$ cat src/rtl/dec_in_frame_packer_pkg.sv
// Shared wavelet front-end definitions: frame geometry, lane slicing and
// ADC code conversion used by the input gearbox and future ADC front-ends.
package dec_in_frame_packer_pkg;

    localparam int DATA_WIDTH_DEF = 16;
    localparam int L1_LANES       = 16;

    function automatic int calc_ratio(input int out_lanes, input int in_lanes);
        return out_lanes / in_lanes;
    endfunction

    function automatic int lane_base(input int k, input int w);
        return k * w;
    endfunction

    // Offset-binary to two's complement is a flip of the sample MSB; samples
    // travel zero-extended to 64 bits so one function serves every width.
    function automatic logic [63:0] offset_to_twos(input logic [63:0] s, input int w);
        return s ^ (64'd1 << (w - 1));
    endfunction

endpackage

$ cat src/rtl/dec_in_frame_packer.sv
// Input gearbox: packs IN_LANES-wide ADC beats into OUT_LANES-wide frames for
// the first decomposition level, with sync-driven realignment and counters.
module dec_in_frame_packer
    import dec_in_frame_packer_pkg::*;
#(
    parameter int DATA_WIDTH    = DATA_WIDTH_DEF,
    parameter int IN_LANES      = 4,
    parameter int OUT_LANES     = L1_LANES,
    parameter bit OFFSET_BINARY = 1'b0
) (
    input  logic                           clk,
    input  logic                           rst,
    input  logic                           in_valid,
    input  logic                           in_sync,
    input  logic [IN_LANES*DATA_WIDTH-1:0] in_data,
    output logic                           din_valid,
    output logic [OUT_LANES*DATA_WIDTH-1:0] din_frame,
    output logic [31:0]                    frame_cnt,
    output logic [15:0]                    discard_cnt
);

    localparam int RATIO = calc_ratio(OUT_LANES, IN_LANES);
    localparam int PH_W  = (RATIO > 1) ? $clog2(RATIO) : 1;
    localparam int FW    = OUT_LANES * DATA_WIDTH;
    localparam logic [PH_W-1:0] LAST = PH_W'(RATIO - 1);

    function automatic logic [DATA_WIDTH-1:0] capture(input logic [DATA_WIDTH-1:0] s);
        logic [63:0] w;
        w = 64'(s);
        if (OFFSET_BINARY) w = offset_to_twos(w, DATA_WIDTH);
        return w[DATA_WIDTH-1:0];
    endfunction

    function automatic logic [15:0] sat_inc16(input logic [15:0] c);
        return (c == 16'hFFFF) ? c : c + 16'd1;
    endfunction

    logic [PH_W-1:0] phase_p0;
    logic [FW-1:0]   stage_p0;
    logic [FW-1:0]   frame_p1;
    logic            vld_p1;
    logic [31:0]     frame_cnt_p1;
    logic [15:0]     discard_cnt_p1;

    logic [PH_W-1:0] wr_phase;
    logic [PH_W-1:0] phase_nxt;
    logic [FW-1:0]   stage_nxt;
    logic            emit;

    // p0: capture the beat into staging; a sync realigns it to slot group 0
    always_comb begin
        wr_phase  = in_sync ? '0 : phase_p0;
        stage_nxt = stage_p0;
        if (in_valid) begin
            for (int j = 0; j < IN_LANES; j++) begin
                stage_nxt[lane_base(int'(wr_phase) * IN_LANES + j, DATA_WIDTH) +: DATA_WIDTH] =
                    capture(in_data[lane_base(j, DATA_WIDTH) +: DATA_WIDTH]);
            end
        end
        emit = in_valid && (wr_phase == LAST);
        if (in_valid)     phase_nxt = emit ? '0 : wr_phase + 1'b1;
        else if (in_sync) phase_nxt = '0;
        else              phase_nxt = phase_p0;
    end

    // p1: frame, pulse and counters are all registered
    always_ff @(posedge clk) begin
        if (rst) begin
            phase_p0       <= '0;
            stage_p0       <= '0;
            frame_p1       <= '0;
            vld_p1         <= 1'b0;
            frame_cnt_p1   <= '0;
            discard_cnt_p1 <= '0;
        end else begin
            phase_p0 <= phase_nxt;
            stage_p0 <= stage_nxt;
            vld_p1   <= emit;
            if (emit) begin
                frame_p1     <= stage_nxt;
                frame_cnt_p1 <= frame_cnt_p1 + 32'd1;
            end
            if (in_sync && (phase_p0 != '0)) discard_cnt_p1 <= sat_inc16(discard_cnt_p1);
        end
    end

    assign din_valid   = vld_p1;
    assign din_frame   = frame_p1;
    assign frame_cnt   = frame_cnt_p1;
    assign discard_cnt = discard_cnt_p1;

endmodule

$ cat config.mk
export PLATFORM = sky130hd
export DESIGN_NAME = dec_in_frame_packer
export DESIGN_NICKNAME = d
export VERILOG_FILES = /design/src/rtl/dec_in_frame_packer_pkg.sv /design/src/rtl/dec_in_frame_packer.sv
export SDC_FILE = /design/constraint.sdc
export NUM_CORES = 1
export LEC_CHECK = 0
export CAP_MARGIN = 20
export CORE_MARGIN = 3
export CORE_UTILIZATION = 50
export DETAILED_ROUTE_END_ITERATION = 7
export PLACE_DENSITY = 0.83
export SLEW_MARGIN = 40
export SYNTH_ARGS = -nofsm -noshare
export SYNTH_HDL_FRONTEND = slang
export SYNTH_SLANG_ARGS = --single-unit
$ cat constraint.sdc
create_clock -name clk -period 2.55 [get_ports clk]
set_input_delay 0.255 -clock clk [delete_from_list [all_inputs] [get_ports clk]]
set_output_delay 0.255 -clock clk [all_outputs]
set_load 0.005 [all_outputs]
Yosys cells after proc, flatten, opt, wreduce, memory -nomap -nowiden
Cells that the tools add are included.
{ "word_totals": {"ff_bits": 563, "input_bits": 68, "out_inout_bits": 305} }
{ "classes": {"addsub": 10, "n_eq_ne": 2, "shifts": 8, "n_mux": 8, "bitwise_logic": 1, "n_reduce_logical": 4} }
{ "op_table": {"columns": ["op", "count"], "rows": [
  ["$bwmux W256", 4],
  ["$shift A16 B33 Y256 const A", 4],
  ["$shiftx A16 B33 Y256", 4],
  ["$mux W256", 1],
  ["$neg A9 Y33", 3],
  ["$neg A8 Y33", 1],
  ["$add A32 B1 Y32 const B", 1],
  ["$add A16 B1 Y16 const B", 1],
  ["$eq A16 B16 Y1 const B", 1],
  ["$add A4 B2 Y5 const B", 2],
  ["$mux W2", 3],
  ["$add A4 B1 Y5 const B", 1],
  ["$add A2 B1 Y2 const B", 1],
  ["$eq A2 B2 Y1 const B", 1],
  ["$logic_and A1 B1 Y1", 2],
  ["$reduce_and A2 Y1", 1],
  ["$reduce_bool A2 Y1", 1],
  ["$not A1 Y1", 1]
]} }

Logic depth before layout (Yosys ltp)
Gate-level depths: netlist of run 1.
{ "logic_depth": {"word_depth": 8, "ltp_mapped": 8} }

Worst setup path after synthesis of run 1
Ideal clock, no wire load.
{ "synth_path": {"path_type": "register -> register", "from": "register frame_cnt_p1[3] (netlist: frame_cnt[3])", "to": "register frame_cnt_p1[31] (netlist: frame_cnt[31])", "setup_ns": 0.070, "t_arrival_ns": 1.809, "path_slack_ns": 0.671, "path_stages_with_launch": 6, "path_cell_list": "dfxtp_1 clkbuf_1 nand4_1 or4_4 or4_1 a21oi_1"} }
{ "synth_via": {"elab_chain_len": 1} }
{ "synth_lines": {"columns": ["item", "line", "source"], "rows": [
  ["from (decl)", "dec_in_frame_packer.sv:42", "logic [31:0] frame_cnt_p1;"],
  ["from (signal assigned)", "dec_in_frame_packer.sv:81", "frame_cnt_p1 <= frame_cnt_p1 + 32'd1;"],
  ["$add A32 B1 Y32", "dec_in_frame_packer.sv:81", null]
]} }
Every way passes these cells.
A chain may end at the register's enable or synchronous reset.

Worst setup path after layout of run 1
{ "layout_path": {"from": "register phase_p0[1]", "to": "register frame_p1[30] (netlist: din_frame[30])"} }
{ "layout_via": {"elab_chain_len": 8} }
{ "layout_lines": {"columns": ["item", "line", "source"], "rows": [
  ["from (decl)", "dec_in_frame_packer.sv:38", "logic [PH_W-1:0] phase_p0;"],
  ["from (signal assigned)", "dec_in_frame_packer.sv:76", "phase_p0 <= phase_nxt;"],
  ["$mux W2 *", null, null],
  ["$add A4 B1 Y5 / $neg A8 Y33 (equally long branches)", "dec_in_frame_packer.sv:56", "stage_nxt[lane_base(int'(wr_phase) * IN_LANES + j, DATA_WIDTH) +: DATA_WIDTH] ="],
  ["$neg A9 Y33 (tied with other cells)", "dec_in_frame_packer.sv:56", null],
  ["$shiftx A16 B33 Y256 (tied with other cells)", "dec_in_frame_packer.sv:56", null],
  ["$bwmux W256 (3 in a row)", "dec_in_frame_packer.sv:56", null],
  ["$mux W256", "dec_in_frame_packer.sv:54", "if (in_valid) begin"],
  ["to (signal assigned)", "dec_in_frame_packer.sv:80", "frame_p1 <= stage_nxt;"],
  ["to (decl)", "dec_in_frame_packer.sv:40", "logic [FW-1:0] frame_p1;"]
]} }
Every way passes the cells marked *; elsewhere a longest branch is shown, timed or not.

==> parameters.txt, run 1 <==
Parameter                              Value

Synthesis
  Seq/Total Area, Yosys    56.5%
  Yosys Warn Count    0
  Synth Instances    1,979
  Count of state elements after synthesis    499
  Most frequent cell after synthesis    sky130_fd_sc_hd__dfxtp_1
  Syn avg cell area    8.94 um2
  Post-synth cell types    43
  Async set-or-reset flop fraction in the synthesized netlist    0%
  Post-synthesis instance area    17,700 um2
  Leading register cell type out of synthesis    sky130_fd_sc_hd__dfxtp_1
  Top cell types by occurrence after synthesis    499 x sky130_fd_sc_hd__dfxtp_1, 404 x sky130_fd_sc_hd__nand2_1, 276 x sky130_fd_sc_hd__nor2_1
  Area fraction of the dominant cell type after synthesis    56.5%
  Area contributors post-synth    sky130_fd_sc_hd__dfxtp_1 56%, sky130_fd_sc_hd__nand2_1 8.6%, sky130_fd_sc_hd__mux2i_1 7.3%
  Number of enable flip-flop cells after synthesis    0
  Post-Synthesis Net Count    2,049
  Biggest area consumer among synthesized cells    sky130_fd_sc_hd__dfxtp_1

Detailed routing
  Total length of routed wires    47.6 mm
  Remaining design rule violation count    0
  Final routed wire length divided by cell count    17.2 um
  Antenna violation net count after detailed routing    0
  Average via count per standard cell    5.43
  Initial DRC Count    992
  DR vias    15,000
  Pre-antenna DRT Iters    5

Timing
  Actual transition at the worst max-transition pin    0.805 ns
  Worst clock skew on the final layout    0.00945 ns
  RSZ-0062 raised after global routing    no
  Hold violation total from the final report    0
  Final Cycle Share    87.5%
  Tightest slew margin relative to the limit    46.4%
  Final number of max-transition violations    0
  Post-route setup TNS    0 ns
  Final setup violation count    0
  Fmax    448 MHz
  Fin crit period    2.23 ns

Clocking
  Worst skew pair latency    0.57 ns
  Level count of the clock H-tree    2
  Number of buffers added to fix hold violations after cts    0
  Maximum buffer depth of the clock tree    3
  Clock tree from TritonCTS    built
  Total number of clock tree sinks    499
  Clock Root Buffer    sky130_fd_sc_hd__clkbuf_16
  Number of buffers added for setup after CTS    0
  Cts bufs inserted    51
  Clock transition time at the flip-flop clock pins of the worst setup and hold paths    0.06 ns
  Resize count post-CTS    0

Global route
  Global route overflow    0
  Number of global-route vias before repair    14,600
  Pin count of the biggest net entering global routing    172
  Initial antenna violation count    1
  Gr usage total    24.4%
  Global-route wire length before repair    77.1 mm

Power and ir drop
  Clk pwr share    46.3%
  Net Sw Power    0.00345 W
  Internal Dissipation    0.0126 W
  Share of power burned in registers    49.6%
  Portion of total power attributed to combinational logic    4.2%
  Peak supply drop    666 uV
  Switching Share    21.5%
  Power per unit of standard cell area    683 nW/um2
  Total leakage power    7.91 nW

Critical path
  Crit end category    flop
  Slowest cell on the critical path    sky130_fd_sc_hd__dfxtp_1
  Peak fanout along the critical path    171
  Type of the worst setup path    reg2reg
  CP required    3.02 ns
  Crit path DAT    2.70 ns
  Delay of the slowest cell on the worst path    0.59 ns
  CP Launch Type    flop
  Cell-by-cell trace of the critical path    and4b_4, buf_12, nor2_1, a211oi_1

Outcome
  Status    finished, final reports clean

Placement
  Count of input and output buffers    372
  Post-Place Cells    2,671
  Final weighted congestion in routability-driven placement    0.855
  HPWL reported at the end of detailed placement    30.3 mm

Floorplanning
  Die span in y    194 um
  Die area    37,700 um2
  Starting density of the core    51.0%
  Number of core rows    68
  I/O pin total    373
  Core region area    34,700 um2
  Width of the die    194 um

Final layout
  Share of layout cells above drive strength 1    5.12%
  Non-filler instance count after layout    2,762
  Area added between synthesis and finish    32.6%
  Post-layout net count    2,339

Job
  Number of violations of the max-capacitance limit    0

Hold path
  Type of the worst min-delay path    in2reg
-- path summary, 6_finish.rpt --
check                                   start             end  slack [ns]  cells after the start
worst max-delay path              phase_p0[1]   din_frame[30]        0.32                      4
worst max register to register    phase_p0[1]   din_frame[30]        0.32                      4
worst min-delay path                      rst     stage_p0[1]        0.09                      2
worst min register to register  stage_p0[116]  din_frame[116]        0.45                      2
-- power by group through the flow --
stage | sequential (W) | clock [W] | combinational [W]
after detailed placement | 0.00812 | 0 | 0.000656
final | 0.00795 | 0.00742 | 0.000667
after global placement | 0.00811 | 0 | 0.000642
after floorplan | 0.00810 | 0 | 0.000363
after CTS | 0.00795 | 0.00755 | 0.000662
after global routing | 0.00795 | 0.00786 | 0.000725
-- cells by family after synthesis --
logic type / count (synthesis) / share of synthesized area [%]
compound gates: 388 / 13.2
xor+xnor: 12 / 0.594
fa+ha+maj: 2 / 0.141
buf+inv: 163 / 3.66
flops: 499 / 56.5
mux: 132 / 7.49
simple gates: 783 / 18.4
-- registers in the layout, summed over array words and instances (netlist names) --
| register | count |
|---|---|
| din_frame | 256 |
| din_valid | 1 |
| discard_cnt | 16 |
| frame_cnt | 32 |
| phase_p0 | 2 |
| stage_p0 | 192 |
-- layout make-up --
class                      instances  area [um2]
tap                              455         569
fill                            2616       11300
inverter                           5        18.8
multi-input combinational       1317        7100
antenna                            1        2.50
clock inverter                    12         140
sequential                       499        9990
clock buffer                      78        1560
timing repair buffer             395        4080
-- metal layers --
metal	up-vias	wire [um]	share of wire [%]	GRT usage, %
li1	7309	-	-	-
met1	7086	19800	42	30.5
met2	489	22600	47	40.1
met3	103	3410	7.2	6.06
met4	0	1720	3.6	10.6
met5	-	0	0	0
-- cell usage in the layout, fill, tap and decap left out, types with 6 or more instances in the layout --
master,netlist,routed
sky130_fd_sc_hd__buf_4,0,9
sky130_fd_sc_hd__dfxtp_1,499,499
sky130_fd_sc_hd__a211oi_1,128,128
sky130_fd_sc_hd__and3_1,7,7
sky130_fd_sc_hd__or3_1,8,8
sky130_fd_sc_hd__mux2i_1,129,129
sky130_fd_sc_hd__or4_1,20,20
sky130_fd_sc_hd__buf_12,0,14
sky130_fd_sc_hd__clkdlybuf4s50_1,0,371
sky130_fd_sc_hd__nand2_1,404,404
sky130_fd_sc_hd__nor2_1,276,276
sky130_fd_sc_hd__a21oi_1,222,222
sky130_fd_sc_hd__nor4_1,8,8
sky130_fd_sc_hd__xnor2_1,7,7
sky130_fd_sc_hd__clkbuf_16,0,52
sky130_fd_sc_hd__clkinv_2,0,6
sky130_fd_sc_hd__clkbuf_1,124,10
sky130_fd_sc_hd__o31ai_1,18,18
sky130_fd_sc_hd__nand3_1,11,11
sky130_fd_sc_hd__nand4_1,20,20
sky130_fd_sc_hd__o21ai_0,10,9
sky130_fd_sc_hd__clkbuf_8,0,16
-- metrics by stage --
| stage | hold slack, ns | power, W | instance area, um2 | setup WS (ns) | utilization [%] |
|---|---|---|---|---|---|
| 2_1_floorplan | 0.389 | 0.00847 | 17700 | 0.671 | - |
| 3_3_place_gp | 0.436 | 0.00875 | 21800 | 0.123 | 62.7 |
| 3_5_place_dp | 0.443 | 0.00878 | 21800 | 0.0783 | 62.7 |
| 4_1_cts | 0.0444 | 0.0162 | 23500 | 0.355 | 67.6 |
| 5_1_grt | 0.0815 | 0.0165 | 23500 | 0.224 | 67.6 |
| 6_report | 0.0852 | 0.0160 | 23500 | 0.318 | 67.6 |
-- critical path, delay by kind of cell, from the launching register on --
| family | cells | cell delay, ns |
|---|---|---|
| AO/OA/AOI/OAI | 1 | 0.31 |
| flip-flops | 1 | 0.59 |
| buffers and inverters | 1 | 0.45 |
| AND/OR/NAND/NOR | 2 | 0.57 |
(Power assumes the default switching activity.)
==> inputs of run 2 (changes only) <==
ABC_CLOCK_PERIOD_IN_PS = 2550   (was not set)
==> results of run 2 <==
The final DEF is identical to that of run 1; final timing and power are the same.
